`config.mk`:
```
export PLATFORM = sky130hd
export DESIGN_NAME = serial_adder
export DESIGN_NICKNAME = d
export VERILOG_FILES = /design/src/rtl/adder_pkg.sv /design/src/rtl/serial_bit_slice.sv /design/src/rtl/serial_adder.sv
export SDC_FILE = /design/constraint.sdc
export NUM_CORES = 1
export LEC_CHECK = 0
export BUFFER_PORTS_ARGS = -buffer_cell sky130_fd_sc_hd__buf_4
export CORE_ASPECT_RATIO = 0.6
export CORE_MARGIN = 2
export CORE_UTILIZATION = 31
export CTS_CLUSTER_SIZE = 28
export DETAILED_ROUTE_END_ITERATION = 16
export HOLD_SLACK_MARGIN = 0.03
export SYNTH_ARGS = -nofsm -noshare
export SYNTH_HDL_FRONTEND = slang
export SYNTH_SLANG_ARGS = --single-unit
```
`constraint.sdc`:
```
create_clock -name clk -period 1.9 [get_ports clk]
set_clock_uncertainty 0.15 [all_clocks]
set_input_delay 0.19 -clock clk [delete_from_list [all_inputs] [get_ports clk]]
set_output_delay 0.19 -clock clk [all_outputs]
set_load 0.05 [all_outputs]
```
`src/rtl/adder_pkg.sv`:
```
// ============================================================================
// Module   : adder_pkg
// Desc     : Shared state encoding, default width and counter sizing for the
//            bit-serial adder.
// Revision : 1.0 - initial release
// ============================================================================
`default_nettype none

package adder_pkg;

  localparam int DEFAULT_WIDTH = 8;

  typedef enum logic [1:0] {
    IDLE = 2'd0,
    RUN  = 2'd1,
    DONE = 2'd2
  } state_t;

  // Bit counter must index 0..WIDTH-1; keep at least one bit.
  function automatic int cnt_width(input int w);
    return (w > 1) ? $clog2(w) : 1;
  endfunction

endpackage

`default_nettype wire

```
`src/rtl/serial_bit_slice.sv`:
```
// ============================================================================
// Module   : serial_bit_slice
// Desc     : Single full adder plus carry register with load and enable.
// Revision : 1.0 - initial release
// ============================================================================
`default_nettype none

module serial_bit_slice (
  input  logic clk,
  input  logic reset_n,
  input  logic a,
  input  logic b,
  input  logic load,
  input  logic load_val,
  input  logic en,
  output logic s,
  output logic co,
  output logic carry
);

  logic r_carry;

  always_comb begin
    s  = a ^ b ^ r_carry;
    co = (a & b) | (a & r_carry) | (b & r_carry);
  end

  always_ff @(posedge clk) begin
    if (!reset_n) begin
      r_carry <= 1'b0;
    end else if (load) begin
      r_carry <= load_val;
    end else if (en) begin
      r_carry <= co;
    end
  end

  assign carry = r_carry;

endmodule

`default_nettype wire

```
`src/rtl/serial_adder.sv`:
```
// ============================================================================
// Module   : serial_adder
// Desc     : Bit-serial WIDTH-bit adder, LSB first, one bit per clock, with
//            valid/ready handshakes on operand and result sides.
//            Optional macro SERIAL_ADDER_SUBTRACT_EN adds a 'sub' port (a - b).
// Revision : 1.0 - initial release
// ============================================================================
`default_nettype none

module serial_adder
  import adder_pkg::*;
#(
  parameter int WIDTH = DEFAULT_WIDTH
) (
  input  logic             clk,
  input  logic             reset_n,
  input  logic             in_valid,
  output logic             in_ready,
  input  logic [WIDTH-1:0] a,
  input  logic [WIDTH-1:0] b,
  input  logic             cin,
`ifdef SERIAL_ADDER_SUBTRACT_EN
  input  logic             sub,
`endif
  output logic             out_valid,
  input  logic             out_ready,
  output logic [WIDTH-1:0] sum,
  output logic             cout,
  output logic             overflow
);

  localparam int CNT_W = cnt_width(WIDTH);
  localparam logic [CNT_W-1:0] c_last = CNT_W'(WIDTH - 1);

  state_t           r_state;
  state_t           w_next;
  logic [CNT_W-1:0] r_count;
  logic [WIDTH-1:0] r_a_sr;
  logic [WIDTH-1:0] r_b_sr;
  logic [WIDTH-1:0] r_sum;
  logic             r_cout;
  logic             r_ovf;

  logic             w_b_load;
  logic [WIDTH-1:0] w_b_init;
  logic             w_c_init;
  logic             w_load;
  logic             w_en;
  logic             w_last;
  logic             w_s;
  logic             w_co;
  logic             w_carry;

`ifdef SERIAL_ADDER_SUBTRACT_EN
  // Two's-complement subtract: a + ~b + 1.
  assign w_b_init = sub ? ~b : b;
  assign w_c_init = sub ? 1'b1 : cin;
`else
  assign w_b_init = b;
  assign w_c_init = cin;
`endif

  assign w_b_load = (r_state == IDLE) && in_valid;
  assign w_load   = w_b_load;
  assign w_en     = (r_state == RUN);
  assign w_last   = (r_count == c_last);

  serial_bit_slice u_slice (
    .clk      (clk),
    .reset_n  (reset_n),
    .a        (r_a_sr[0]),
    .b        (r_b_sr[0]),
    .load     (w_load),
    .load_val (w_c_init),
    .en       (w_en),
    .s        (w_s),
    .co       (w_co),
    .carry    (w_carry)
  );

  always_ff @(posedge clk) begin
    if (!reset_n) begin
      r_state <= IDLE;
    end else begin
      r_state <= w_next;
    end
  end

  always_comb begin
    w_next = r_state;
    case (r_state)
      IDLE:    if (in_valid)  w_next = RUN;
      RUN:     if (w_last)    w_next = DONE;
      DONE:    if (out_ready) w_next = IDLE;
      default: w_next = IDLE;
    endcase
  end

  always_ff @(posedge clk) begin
    if (!reset_n) begin
      r_count <= '0;
      r_a_sr  <= '0;
      r_b_sr  <= '0;
      r_sum   <= '0;
      r_cout  <= 1'b0;
      r_ovf   <= 1'b0;
    end else begin
      if (w_b_load) begin
        r_a_sr  <= a;
        r_b_sr  <= w_b_init;
        r_count <= '0;
      end else if (w_en) begin
        r_a_sr  <= {1'b0, r_a_sr[WIDTH-1:1]};
        r_b_sr  <= {1'b0, r_b_sr[WIDTH-1:1]};
        r_sum   <= {w_s, r_sum[WIDTH-1:1]};
        r_count <= r_count + 1'b1;
        // On the MSB, carry-in vs carry-out of that bit gives signed overflow.
        if (w_last) begin
          r_cout <= w_co;
          r_ovf  <= w_carry ^ w_co;
        end
      end
    end
  end

  assign in_ready  = (r_state == IDLE);
  assign out_valid = (r_state == DONE);
  assign sum       = r_sum;
  assign cout      = r_cout;
  assign overflow  = r_ovf;

endmodule

`default_nettype wire

```
# After elaboration in Yosys (flattened, before gate mapping)
# Cells that the tools add are included.
[word_totals]
output_inout_bits = 12
input_bits = 21
word_cells = 42
ff_bits = 32
[classes]
mux = 10
addsub = 1
reduce_logical = 7
eq_ne = 6
bitwise_logic = 10
[op_table]
columns = ["operator", "count"]
rows = [
  ["2-to-1 mux 8 bit", 4],
  ["2-to-1 mux 2 bit", 3],
  ["one-hot mux 2 bit (3 select lines)", 1],
  ["AND reduction 3 bit", 2],
  ["!= test 2 bit (second input constant)", 2],
  ["adder 3 x 1 -> 3 bit (second input constant)", 1],
  ["AND 1 bit", 3],
  ["equality test 3 bit (second input constant)", 1],
  ["bitwise XOR 1 bit", 3],
  ["equality test 2 x 1 -> 1 bit (second input constant)", 1],
  ["equality test 2 bit (second input constant)", 1],
  ["logical NOT 2 bit", 1],
  ["2-to-1 mux 1 bit", 2],
  ["!= test 2 x 1 -> 1 bit (second input constant)", 1],
  ["inverter 1 bit", 2],
  ["OR 1 bit", 2],
  ["AND reduction 2 bit", 1],
  ["nonzero test 2 bit", 1],
  ["OR reduction 2 bit", 1],
  ["logical AND 1 bit", 1],
]

# Logic depth before layout (Yosys ltp)
# Gate-level depths: netlist of run 1.
[depth]
depth_word = 5
depth_mapped = 6
mapped_depth_nobuf = 5

# By module
# Synthesis of run 1 repeated with hierarchy kept, for this count alone.
[hier_totals]
hier_cells = 166
area_unflattened_um2 = 1370.1
[by_module_without_submodules]
columns = ["module", "seq_area_each_um2", "n_inst", "area_each_um2", "cells_each"]
rows = [
  ["serial_adder", 620.6, 1, 1302.5, 161],
  ["serial_bit_slice", 20.0, 1, 67.6, 5],
]

# Worst setup path before layout of run 1
# OpenSTA, ideal clock, no wires.
[synth_timing]
path_type = "reg2reg"
startpoint = "register r_state[1]"
endpoint = "register r_state[1]"
arrival_time_ns = 1.478
slack_ns = 0.205
path_stages_with_launch = 4
path_buffers = 0
setup_time_ns = 0.067
period_less_slack_ns = 1.695
t_required_ns = 1.683
cell_sequence = "dfxtp_1 nor2b_1 a22oi_1 nor2_1"
[synth_between]
elab_chain_cells = 3
word_cells_on_any_way = 8
classes_between = "eq/ne (5); mux (1); reduce/logical (2)"
[synth_rtl]
columns = ["element", "line", "rtl"]
rows = [
  ["from (decl)", "serial_adder.sv:35", "state_t r_state;"],
  ["from (signal assigned)", "serial_adder.sv:85", "r_state <= w_next;"],
  ["equality test 2 bit (*)", "--", ""],
  ["via out_valid", "serial_adder.sv:25", "output logic out_valid,"],
  ["!= test 2 x 1 -> 1 bit (no line)", "--", ""],
  ["AND reduction 3 bit (no line)", "--", ""],
]
# The timed path passes the listed nets; every way through them passes the cells marked *.
# A chain may end at the register's enable or synchronous reset.

# Final worst setup path of run 1
[layout_timing]
startpoint = "register r_state[0]"
endpoint = "register r_b_sr[6]"
[layout_between]
elab_chain_cells = 3
word_cells_on_any_way = 5
classes_between = "eq/ne (1); mux (1); reduce/logical (3)"
[layout_rtl]
columns = ["element", "line", "rtl"]
rows = [
  ["logical NOT 2 bit", "serial_adder.sv:63", "assign w_b_load = (r_state == IDLE) && in_valid;"],
  ["logical AND 1 bit", "serial_adder.sv:63", ""],
  ["2-to-1 mux 8 bit or nonzero test 2 bit (tied branches)", "--", ""],
  ["to (signal assigned)", "serial_adder.sv:110", "r_b_sr <= w_b_init;"],
  ["to (signal assigned)", "serial_adder.sv:114", "r_b_sr <= {1'b0, r_b_sr[WIDTH-1:1]};"],
  ["to (decl)", "serial_adder.sv:39", "logic [WIDTH-1:0] r_b_sr;"],
]
# Several ways; a longest one is shown, not always the timed one.

==> key figures, run 1 <==
Critical path
  – Setup crit end kind: flop
  – CP required: ~2000 ps
  – Critical path class: flop to flop
  – CP Max Fanout: 25
  – Worst Path Arrival: ~1600 ps
  – Startpoint types: flop

Clock network
  – Worst-path clk slew: approximately 60 ps
  – CTS tree: built
  – Post-CTS sizing: 0
  – Post-CTS Setup Bufs: 0
  – Number of hold buffers added after CTS: 5
  – CTS root buffer: clkbuf_8
  – Clk_lat worst skew: 280 ps
  – TritonCTS Buffers: 5
  – Worst-case clock buffer depth: 2
  – H-tree depth: 2
  – CTS Sinks: 32

STA
  – Setup TNS: 0 ps
  – Final worst path period share: between 80% and 90%
  – Final hold viol count: 0
  – Slew margin rel.: between 60% and 70%
  – RSZ-0062 raised after global routing: false
  – Fin. max-slew vios: 0
  – Worst hold margin: around 34 ps
  – Min Tclk post-route: approximately 1500 ps
  – Worst Tran Pin Value: ~480 ps
  – Setup Viol. Count Final: 0
  – Fmax achieved: 648 MHz

Place
  – Placed cell count: 249
  – Routability congestion estimate: 0.767
  – Dpl hpwl: around 2100 microns
  – Port bufs: 32
  – Placed instance area: 0.00161 sq mm

GRT
  – First-pass GRT wire length: a little over 5000 microns
  – GRT overflow: 0
  – GRT Total Usage: between 10 and 15%
  – Vias in the first global route: 1,086
  – Initial antenna violation count: 0
  – Largest net degree at the start of global routing: 26

Logic synthesis
  – Syn nets: about 190
  – Top post-synthesis cells by count: a21oi_1 (39), nand2_1 (35), dfxtp_1 (32)
  – Synth warn: 0
  – Synth unique cells: 25
  – Top-count cell post-synth: a21oi_1
  – Synth area leaders: dfxtp_1 (48%), a21oi_1 (15%), nand2_1 (9.8%)
  – Mapped Area: approximately 0.0013 sq mm
  – Synth area leader: dfxtp_1
  – #FFs+latches synth: 32
  – Syn Area/Cell: slightly above 8 sq um
  – Synth async-reset ratio: 0%
  – Post-Syn Instances: about 160
  – Register area share after synthesis: 47.9%
  – Synth Flop Type: dfxtp_1
  – Top cell type's share of synthesized area: 47.9%
  – Post-synth EDFFs: 0

Outcome
  – Outcome: finished clean

Layout
  – Antenna diode count: 0
  – Layout area overhead: 31.3%
  – Share of layout cells above drive strength 1: between 20% and 30%
  – Non-Filler Instances: between 200 and 300
  – Final #Nets: between 200 and 250
  – Design area: ~0.0018 sq mm

Floorplanning
  – Site row count: 18
  – Full die area: around 0.005 sq mm
  – Core box area: between 0.004 and 0.005 sq mm
  – Top Ports: 33
  – Starting Density: around 32%
  – Die height: between 50 and 60 microns
  – Die width: between 80 and 90 microns

Drt
  – Via count: around 1,200
  – DR DRC count: 0
  – Routed wire length: 3070 microns
  – ANT nets after route: 0
  – Post-DR wirelength/cell: around 12 microns
  – 1st-iter DRT viols: 48
  – First-pass iteration count of the detailed router: 4
  – Avg Vias per Cell: 4.63

Pwr
  – VDD IR max: between 0.3 and 0.4 mV
  – PD cells: approximately 850 mW/mm^2
  – Power, Total: roughly 1.5 mW
  – Leak: between 0.6 and 0.7 nW

Hold path
  – Worst min-delay path class: input port to flop

Job
  – Max-Cap Viols: 0
==> logic make-up (layout without fill, tap and decap cells) <==
group | count (synthesis) | count (layout) | synth area share [%]
simple gates | 49 | 49 | 16.0
buf+inv | 15 | 53 | 6.27
xor+xnor | 2 | 2 | 1.31
compound gates | 63 | 63 | 25.1
flops | 32 | 32 | 47.9
fa+ha+maj | 3 | 3 | 3.37
==> metal layers <==
metal	global-route usage [%]	routed length (microns)	vias to the layer above
met3	5.13	194	2
li1	-	-	631
met1	19.9	1610	548
met2	21.0	1270	31
met5	0	0	-
met4	2.27	6	0
==> sequential cells by signal, summed over array words and instances (netlist names) <==
| signal | cells |
|---|---|
| r_b_sr | 8 |
| u_slice.carry | 1 |
| overflow | 1 |
| r_state | 2 |
| sum | 8 |
| cout | 1 |
| r_count | 3 |
| r_a_sr | 8 |
==> area by class of cell <==
| type | count | area [sq um] |
|---|---|---|
| multi-input cells | 117 | 614 |
| repair buffers | 40 | 313 |
| inverters | 5 | 18.8 |
| fillers | 430 | 2370 |
| well taps | 60 | 75.1 |
| flip-flops and latches | 32 | 641 |
| clock buffers | 6 | 82.6 |
| clock inverters | 2 | 10.0 |
==> per-stage QoR <==
step	util, %	setup slack (ps)
after global routing	42.6	227
final	42.6	356
after CTS	42.6	362
after detailed placement	39.1	373
after global placement	39.1	411
after floorplan	-	205
==> power breakdown <==
part           leakage (nW)  total, mW  switching (mW)  internal, mW
Combinational         0.382      0.217           0.121        0.0956
Clock                0.0510      0.531           0.242         0.289
Sequential            0.262      0.738          0.0275         0.710
Total                 0.695       1.49           0.391          1.09
==> cell usage in the layout, fill, tap and decap left out, types with 3 or more instances in the layout <==
cell	n
buf_4	35
inv_1	5
nor2_1	5
dfxtp_1	32
o22ai_1	3
clkbuf_8	6
dlygate4sd3_1	5
nand3_1	3
o21ai_1	11
o21ai_0	5
nand2_1	35
a21oi_1	39
==> worst max-delay path, cell delays in order (launching register included) <==
cell	delay, ps
dfxtp_1	510
nor2b_2	250
buf_4	290
a21oi_1	110
a21oi_1	160
==> path summary, 6_finish.rpt <==
path                                         startpoint  cells past startpoint  slack [ps]                endpoint
worst min register to register   r_b_sr[5]$_SDFFE_PN0P_                      2         300  r_b_sr[4]$_SDFFE_PN0P_
worst max-delay path            r_state[0]$_SDFFE_PN0P_                      4         360  r_b_sr[6]$_SDFFE_PN0P_
worst min-delay path                               a[6]                      3          30  r_a_sr[6]$_SDFFE_PN0P_
worst max register to register  r_state[0]$_SDFFE_PN0P_                      4         360  r_b_sr[6]$_SDFFE_PN0P_
(Power assumes the default switching activity.)
==> inputs of run 2 (changes only) <==
- clock period: 1.9 -> 1.4 ns (I/O delays scaled with it)
==> key figures, run 2 (synthesis gave the netlist of run 1 again) <==
Layout
  – Layout area overhead: 49.9%
  – Share of layout cells above drive strength 1: between 20% and 30%
  – Commonest non-fill, non-tap cells in the layout: a21oi_1 (39), buf_4 (38), nand2_1 (35), dfxtp_1 (29), dlygate4sd3_1 (18)
  – Final #Nets: ~250
  – Fill cells: between 400 and 500
  – Antenna diode count: 0
  – Commonest non-fill, non-tap cell in the layout: a21oi_1

Pwr
  – Sequential power share: between 40 and 50%
  – Logic pwr share: around 18%
  – Sw Share: a little over a quarter
  – PD cells: 1050 mW/mm^2
  – Sw Pwr: ~0.57 mW
  – Leak: ~0.8 nW
  – Clock network fraction of total power: between 30% and 40%
  – VDD IR max: ~0.54 mV
  – Internal power: between 1.5 and 2 mW

Hold path
  – Hold Crit Endpoint: r_a_sr[3]$_SDFFE_PN0P_
  – Hold Path Cell Cnt: 4
  – Worst hold start: a[3]
  – Worst min-delay path class: input port to flop

Critical path
  – Critical path class: flop to flop
  – Worst R2R End: overflow$_SDFFE_PN0P_
  – CP Max Fanout: 3
  – Setup slack, reg-to-reg: 20 ps
  – Worst Path Arrival: ~1400 ps
  – Worst path top cell family by delay: adder cells
  – Worst path max stage delay: a little over 400 ps
  – Worst r2r src: r_a_sr[0]$_SDFFE_PN0P_
  – Slowest CP cell: fa_2
  – CP Buf/Inv Count: 0
  – Startpoint types: flop
  – R2R cell count: 3
  – Setup crit end kind: flop
  – Crit-path cells: fa_2 > xnor2_1 > a311oi_1
  – CP required: 1450 ps

GRT
  – Vias in the first global route: about 1,300
  – First-pass GRT wire length: a little under 6000 microns
  – GRT overflow: 0
  – Initial antenna violation count: 0
  – GRT Total Usage: between 15 and 20%
  – Largest net degree at the start of global routing: 27

STA
  – Final worst setup slack: approximately 18 ps
  – Min Tclk post-route: roughly 1400 ps
  – Fin. max-slew vios: 0
  – Worst hold margin: around 95 ps
  – Slew margin rel.: approximately 66%
  – Final worst path period share: 98.7%
  – Worst Tran Pin Value: slightly above 500 ps
  – RSZ-0062 raised after global routing: true
  – Fmax achieved: a little over 700 MHz
  – Final hold viol count: 0
  – Setup Viol. Count Final: 0

Drt
  – ANT nets after route: 0
  – Post-DR wirelength/cell: 12.5 microns
  – Via count: between 1,000 and 1,500
  – Routed wire length: between 3000 and 4000 microns
  – 1st-iter DRT viols: 60
  – First-pass iteration count of the detailed router: 4
  – DR DRC count: 0
  – Avg Vias per Cell: between 4 and 5

Place
  – Dpl hpwl: 2170 microns
  – Setup WS pre-CTS: -63.5 ps
  – Routability congestion estimate: 0.764
  – Port bufs: 32

Floorplanning
  – Die width: 88.8 microns
  – Die height: ~55 microns
  – Top Ports: 33
  – Full die area: 0.00487 sq mm
  – Core box area: a little over 0.004 sq mm
  – Site row count: 18
  – Starting Density: 32.4%

Clock network
  – Worst-path clk slew: 70 ps
  – CTS root buffer: clkbuf_8
  – Worst-case clock buffer depth: 2
  – H-tree depth: 2
  – TritonCTS Buffers: 5
  – CTS tree: built
  – Clk_lat worst skew: around 290 ps
  – CTS Sinks: 32

Job
  – Max-Cap Viols: 0

Outcome
  – Outcome: finished clean
run 2: cell count changes in the layout (fill, tap and decap cells not counted), moves of 2 or more:
cell / before / now
buf_4: 35 / 38
buf_12: 0 / 2
buf_6: 0 / 2
dfxtp_1: 32 / 29
dlygate4sd3_1: 5 / 18
dfxtp_2: 0 / 2
run 2: how the worst max path moves through the flow:
stage	start	end	slack, ps	cells after the start
5_1_grt	r_a_sr[0]$_SDFFE_PN0P_	overflow$_SDFFE_PN0P_	-30	3
2_1_floorplan	r_state[1]$_SDFFE_PN0P_	r_state[1]$_SDFFE_PN0P_	2	3
6_report	r_a_sr[0]$_SDFFE_PN0P_	overflow$_SDFFE_PN0P_	20	3
3_3_place_gp	u_slice.carry$_SDFFE_PN0P_	overflow$_SDFFE_PN0P_	-7	3
3_5_place_dp	u_slice.carry$_SDFFE_PN0P_	overflow$_SDFFE_PN0P_	-60	3
4_1_cts	u_slice.carry$_SDFFE_PN0P_	overflow$_SDFFE_PN0P_	0.6	3
run 2: timing repair:
action / in CTS / in global routing
setup buffers: 0 / 1
endpoints found under the setup margin: 3 / 22
resized for setup: 5 / 6
hold endpoints to repair: 18 / 0
hold buffers: 18 / 0
pin swaps: 1 / 4
cloned: 0 / 0
run 2: final cells by class:
class                   count  area [sq um]  share of cell area [%]
well taps                  60          75.1                    3.75
clock buffers               6          82.6                    4.12
repair buffers             61           543                    27.1
multi-input cells         117           627                    31.3
clock inverters             2          10.0                   0.500
inverters                   5          18.8                   0.937
flip-flops and latches     32           647                    32.3
run 2: through the flow:
step / area, sq um / util [%] / power (mW) / std cells / TNS [ps]
6_report: 2000 / 48.6 / 2.11 / 283 / 0
5_1_grt: 2000 / 48.6 / 2.23 / 283 / -30.4
4_1_cts: 1980 / 48.0 / 2.14 / 282 / 0
3_5_place_dp: 1690 / 41.0 / 1.34 / 256 / -63.5
3_3_place_gp: 1690 / 41.0 / 1.34 / 256 / -7.50
2_1_floorplan: 1340 / - / 1.21 / 164 / 0
run 2: power by group through the flow:
stage               registers (mW)  clock network, mW  logic, mW
floorplan                     1.02                  0      0.190
global placement              1.02                  0      0.324
detailed placement            1.02                  0      0.323
CTS                          0.995              0.772      0.368
global route                  1.00              0.821      0.407
finish                       0.996              0.740      0.371
run 2: metal layers:
metal / global-route usage [%] / vias to the layer above / share of wire (%)
li1: - / 676 / -
met1: 21.8 / 568 / 49
met2: 26.5 / 37 / 45
met3: 6.33 / 4 / 5.5
met4: 5.30 / 0 / 0.77
met5: 0 / - / 0
run 2: worst register-to-register path, cell delays in order (launching register included):
cell and delay [ps]:
dfxtp_2 340, fa_2 410, xnor2_1 140, a311oi_1 260
